==> src/rtl/uart_pkg.sv <==
// uart_pkg: shared types and constants for the UART receiver.
//   rx_state_e  - receiver FSM states
//   OVERSAMPLE  - stb_sample strobes per bit period
//   SAMPLE_MID  - sample-counter value at which a bit is decided
//   LAST_BIT    - bit index of the final data bit
//   majority3   - 2-of-3 vote, used when UART_RX_MAJORITY_EN is defined
package uart_pkg;

  typedef enum logic [2:0] {
    StIdle,
    StStart,
    StData,
    StStop,
    StWaitIdle
  } rx_state_e;

  localparam int unsigned OVERSAMPLE = 16;
  localparam logic [3:0]  SAMPLE_MID = 4'd8;
  localparam logic [2:0]  LAST_BIT   = 3'd7;

  function automatic logic majority3(input logic a, input logic b, input logic c);
    return (a & b) | (a & c) | (b & c);
  endfunction

endpackage

==> src/rtl/uart_sync.sv <==
// uart_sync: multi-flop synchronizer for an asynchronous single-bit input.
//   clk     - clock
//   rst_n   - synchronous active-low reset; all stages reset to 1 (idle line)
//   d_i     - asynchronous input
//   q_o     - synchronized output (last stage)
module uart_sync #(
  parameter int unsigned STAGES = 2
) (
  input  logic clk,
  input  logic rst_n,
  input  logic d_i,
  output logic q_o
);

  logic [STAGES-1:0] sync_q;

  always_ff @(posedge clk) begin
    if (!rst_n) begin
      sync_q <= '1;
    end else begin
      sync_q <= {sync_q[STAGES-2:0], d_i};
    end
  end

  assign q_o = sync_q[STAGES-1];

endmodule

==> src/rtl/uart_rx.sv <==
// uart_rx: 8N1 UART receiver with 16x oversampling and a valid/ready output.
//   clk          - clock
//   rst_n        - synchronous active-low reset
//   stb_sample   - one-cycle strobe at 16x baud rate
//   rx_in        - asynchronous serial line, idle high
//   rx_ready     - consumer accepts data_out this cycle
//   data_out     - received byte (LSB first on the line)
//   rx_valid     - data_out holds an unconsumed byte
//   rx_busy      - receiver FSM is not idle
//   rx_frame_err - one-cycle pulse on a low stop bit
//   rx_overrun   - one-cycle pulse when a byte is dropped because the output is full
// Build option: define UART_RX_MAJORITY_EN to decide each bit by a 2-of-3 vote
// of the samples at counter values 6, 7 and 8 instead of the single sample at 8.
module uart_rx
  import uart_pkg::*;
#(
  parameter int unsigned SYNC_STAGES = 2
) (
  input  logic       clk,
  input  logic       rst_n,
  input  logic       stb_sample,
  input  logic       rx_in,
  input  logic       rx_ready,
  output logic [7:0] data_out,
  output logic       rx_valid,
  output logic       rx_busy,
  output logic       rx_frame_err,
  output logic       rx_overrun
);

  localparam logic [3:0] LastCnt = 4'(OVERSAMPLE - 1);

  logic       rx_s;
  rx_state_e  state_q;
  logic [3:0] cnt_q;
  logic [2:0] bit_idx_q;
  logic [7:0] shift_q;
  logic       done_q;     // stop bit accepted; deliver shift_q on the next edge
  logic       sample_bit;
  logic       at_mid;
  logic       at_last;

  uart_sync #(
    .STAGES(SYNC_STAGES)
  ) u_sync (
    .clk  (clk),
    .rst_n(rst_n),
    .d_i  (rx_in),
    .q_o  (rx_s)
  );

  assign at_mid  = (cnt_q == SAMPLE_MID);
  assign at_last = (cnt_q == LastCnt);

`ifdef UART_RX_MAJORITY_EN
  logic [1:0] vote_q;  // rx_s captured at counter 6 ([0]) and 7 ([1])

  always_ff @(posedge clk) begin
    if (!rst_n) begin
      vote_q <= 2'b00;
    end else if (stb_sample) begin
      if (cnt_q == SAMPLE_MID - 4'd2) vote_q[0] <= rx_s;
      if (cnt_q == SAMPLE_MID - 4'd1) vote_q[1] <= rx_s;
    end
  end

  assign sample_bit = majority3(vote_q[0], vote_q[1], rx_s);
`else
  assign sample_bit = rx_s;
`endif

  always_ff @(posedge clk) begin
    if (!rst_n) begin
      state_q      <= StIdle;
      cnt_q        <= 4'd0;
      bit_idx_q    <= 3'd0;
      shift_q      <= 8'd0;
      done_q       <= 1'b0;
      data_out     <= 8'd0;
      rx_valid     <= 1'b0;
      rx_frame_err <= 1'b0;
      rx_overrun   <= 1'b0;
    end else begin
      done_q       <= 1'b0;
      rx_frame_err <= 1'b0;
      rx_overrun   <= 1'b0;

      // Output register: a byte delivered alongside a consuming ready replaces the old one.
      if (done_q) begin
        if (!rx_valid || rx_ready) begin
          data_out <= shift_q;
          rx_valid <= 1'b1;
        end else begin
          rx_overrun <= 1'b1;
        end
      end else if (rx_ready) begin
        rx_valid <= 1'b0;
      end

      if (stb_sample) begin
        cnt_q <= cnt_q + 4'd1;
        unique case (state_q)
          StIdle: begin
            if (!rx_s) begin
              state_q <= StStart;
              cnt_q   <= 4'd0;
            end
          end
          StStart: begin
            if (at_mid && sample_bit) begin
              state_q <= StIdle;  // false start
            end else if (at_last) begin
              state_q   <= StData;
              bit_idx_q <= 3'd0;
            end
          end
          StData: begin
            if (at_mid) shift_q[bit_idx_q] <= sample_bit;
            if (at_last) begin
              if (bit_idx_q == LAST_BIT) state_q <= StStop;
              else bit_idx_q <= bit_idx_q + 3'd1;
            end
          end
          StStop: begin
            if (at_mid) begin
              // Return early so the next start edge is caught without delay.
              if (sample_bit) begin
                state_q <= StIdle;
                done_q  <= 1'b1;
              end else begin
                state_q      <= StWaitIdle;
                rx_frame_err <= 1'b1;
              end
            end
          end
          StWaitIdle: begin
            if (rx_s) state_q <= StIdle;
          end
          default: state_q <= StIdle;
        endcase
      end
    end
  end

  assign rx_busy = (state_q != StIdle);

endmodule

==> config.mk <==
export PLATFORM = sky130hd
export DESIGN_NAME = uart_rx
export DESIGN_NICKNAME = d
export VERILOG_FILES = /design/src/rtl/uart_pkg.sv /design/src/rtl/uart_sync.sv /design/src/rtl/uart_rx.sv
export SDC_FILE = /design/constraint.sdc
export NUM_CORES = 1
export LEC_CHECK = 0
export ABC_AREA = 1
export BUFFER_PORTS_ARGS = -buffer_cell sky130_fd_sc_hd__buf_2
export CAP_MARGIN = 15
export CELL_PAD_IN_SITES_DETAIL_PLACEMENT = 0
export CELL_PAD_IN_SITES_GLOBAL_PLACEMENT = 1
export CORE_MARGIN = 10
export CORE_UTILIZATION = 37
export CTS_BUF_LIST = sky130_fd_sc_hd__clkbuf_16
export CTS_CLUSTER_SIZE = 10
export DETAILED_ROUTE_END_ITERATION = 8
export MAX_ROUTING_LAYER = met4
export PLACE_DENSITY = 0.71
export SETUP_SLACK_MARGIN = 0.2
export SYNTH_ARGS = -nofsm -noshare
export SYNTH_HDL_FRONTEND = slang
export SYNTH_SLANG_ARGS = --single-unit
==> constraint.sdc <==
create_clock -name clk -period 1.4 [get_ports clk]
set_input_delay 0.14 -clock clk [delete_from_list [all_inputs] [get_ports clk]]
set_output_delay 0.14 -clock clk [all_outputs]
set_load 0.02 [all_outputs]
==> impl_results.md <==
- Vias per inst: slightly below 5
- CP Capture Type: flop
- Worst r2r src: cnt_q[1]
- Mapped Avg Cell Area: around 7.2 um2
- Final nets: 244
- R2R Setup Slk: between 0.03 and 0.04 ns
- # fillers: approximately 370
- Register area: between 600 and 700 um2
- Maximum VDD drop: about 0.76 mV
- Minimum clock period: ~1.4 ns
- Layout area overhead: 37.7%
- Detailed placer's ending HPWL: ~2400 um
- Placed Cells: 271
- Total track usage: roughly a tenth
- First-pass GRT wire length: ~6000 um
- Most frequent cells in the layout: 44 x nor2_1, 34 x nand2_1, 25 x dfxtp_1
- Port Buffer Count: 16
- N_diodes: 0
- Final Cell Area: ~2000 um2
- Synthesized area: roughly 1500 um2
- Reg2reg end: shift_q[7]
- Sw Ratio: between 20% and 30%
- Mapped Cells: a little over 200
- CP max stage delay: between 0.3 and 0.4 ns
- Post-Route WL: 3380 um
- CP most frequent cell: inv_4
- Final GP Congestion: roughly 0.86
- Top delay family on crit path: simple AND/OR/NAND/NOR gates
- RSZ-0062 raised after global routing: yes
- Final Hold Fails: 0
- Final Cycle Share: 97.7%
- Outcome: completed
- Post-placement cell area: 1680 um2
- Total internal power: around 2100 uW
- Row cnt: 22
- CTS max path bufs: 2
- Hold Path Origin: rx_in
- Largest net degree at the start of global routing: 24
- Sinks on Clock Net: 32
- R2r worst-path depth: 9
- Synth top area share: a little over two fifths
- MaxCap Viol Count: 0
- Number of setup violations in the final report: 0
- GRT overflow: 0
- Layout Skew: a little over 0.003 ns
- Starting Density: 39.2%
- Via count: around 1400
- Share of layout cells above drive strength 1: a little over a third
- Seq/Total Area, Yosys: between 40% and 50%
- Critical Path RT: ~1.6 ns
- Psw: 874 uW
- Power Density: 1470 nW/um2
- First-pass DRT Iterations: 5
- Worst-path maximum fanout: 8
- Netlist cell types: 25
- CTS root buffer: clkbuf_16
- Worst setup path start: cnt_q[1]
- CTS Buf Count: 5
- Die height: between 80 and 90 um
- Multi-input gate area: about 880 um2
- Initial antenna violation count: 0
- Buf+Inv Stages, Crit Path: 2
- Slew Limit Fails: 0
- CTS tree: done
- Worst-margin pin slew: roughly 0.36 ns
- Slowest-stage cell, CP: dfxtp_4
- Die X: just over 80 um
- Hold Path Class: input pin to flop
- Area leader, netlist: dfxtp_1
- Iter 0 DRT Violations: 71
- Avg WL per Cell: approximately 12 um
- Die ar.: between 6000 and 7000 um2
- Total power: about 3000 uW
- Clock slew at reported path FFs: 0.05 ns
- Core area: 3740 um2
- Combinational power share: about a quarter
- Rel. slew slack: roughly 76%
- Clk pwr share: 40.4%
- Most common cell after layout, fill and taps aside: nor2_1
- Number of global-route vias before repair: around 1400
- Yosys reg bits: 32
- I/O pin count: 17
- WHS: between 0.05 and 0.06 ns
- Crit Path Category: flop to flop
- Drt drc: 0
- Hold worst-path end: u_sync.sync_q[0]
- Arrival time worst endpoint: about 1.5 ns
- Final non-filler cell total: around 280
- Later-pin clock latency in the skew report: between 0.2 and 0.3 ns
- Detail Route Antenna Nets: 0
- Worst Hold Depth: 2
- Worst-path cell chain: inv_4 > ha_4 > nand3_4 > inv_4 > nand2_8 > nor2_4 > nand3_2 > nand2_1 > nor2_1
- Worst setup SP type: flop
- Yosys Warn Count: 0
- Leakage power: around 0.0009 uW
- H-tree depth: 2
- Hold buffer count at CTS: 0
- Flop pwr share: a little over a third
- Peak Freq: ~730 MHz
- Synth top area cells: dfxtp_1 44%, nor2_1 13%, nand2_1 9.5%, inv_1 5.1%, nand3_1 4.4%
- Post-Syn Nets: 212
## synth_stat cells (all sizes together)
cell,number
nor2,58
or2,2
buf,2
nor3,5
xor2,1
o31ai,1
a21oi,10
dfxtp,32
o21ai,9
ha,4
inv,21
and3,1
o22ai,1
nand3,14
nand3b,1
nand2,41
## through the flow
step	setup TNS, ns	setup slack [ns]	util, %
floorplan	0	0.0676	-
CTS	0	0.0273	52.6
detailed placement	-0.0943	-0.0328	44.8
global route	-0.480	-0.0901	54.0
finish	0	0.0329	54.0
global placement	-0.0812	-0.0354	44.8
## cells by family (layout without fill, tap and decap cells)
logic type      Yosys count  after routing  share of synthesized area [%]
compound gates           21             21                           8.01
xor+xnor                  1              1                          0.597
fa+ha+maj                 4              4                           3.41
buf+inv                  23             56                           6.22
flops                    32             32                           43.6
simple gates            122            122                           38.1
## worst max path at each step
stage	end	slack [ns]	depth (start not counted)
6_report	shift_q[7]	0.03	9
5_1_grt	bit_idx_q[2]	-0.09	9
4_1_cts	bit_idx_q[0]	0.03	9
3_5_place_dp	bit_idx_q[0]	-0.03	9
3_3_place_gp	bit_idx_q[0]	-0.04	9
2_1_floorplan	bit_idx_q[1]	0.07	9
## flip-flops by register name (all words and copies together) (netlist names)
register       flops
u_sync.sync_q      2
bit_idx_q          3
data_out           8
rx_frame_err       1
shift_q            8
rx_overrun         1
cnt_q              4
done_q             1
rx_valid           1
state_q            3
## per-layer routing
layer | up-vias | share of wire [%] | track usage [%]
met5 | - | 0 | -
met4 | 0 | 1.5 | 4.62
met3 | 8 | 4.5 | 3.61
met2 | 26 | 48 | 17.7
met1 | 646 | 46 | 10.9
li1 | 706 | - | -
## power by group through the flow
| stage | clock [uW] | sequential, uW | combinational [uW] |
|---|---|---|---|
| floorplan | 0 | 1070 | 404 |
| global placement | 0 | 1060 | 561 |
| detailed placement | 0 | 1060 | 570 |
| CTS | 1240 | 1060 | 676 |
| global route | 1290 | 1080 | 796 |
| finish | 1200 | 1070 | 708 |
## final cells by class
type                    instances  area share [%]
flip-flops and latches         32            32.8
clock inverters                 3            1.92
well taps                      48            2.97
inverters                      21            4.15
clock buffers                   5            6.19
multi-input cells             148            43.7
repair buffers                 27            8.36
## what timing repair did
| item | in CTS | in global routing |
|---|---|---|
| cloned | 0 | 0 |
| buffers inserted | 3 | 2 |
| gates resized for setup | 28 | 10 |
| pin swaps | 11 | 7 |
| setup endpoints to repair | 27 | 27 |
Note: power is estimated with default switching activity, not from simulation.
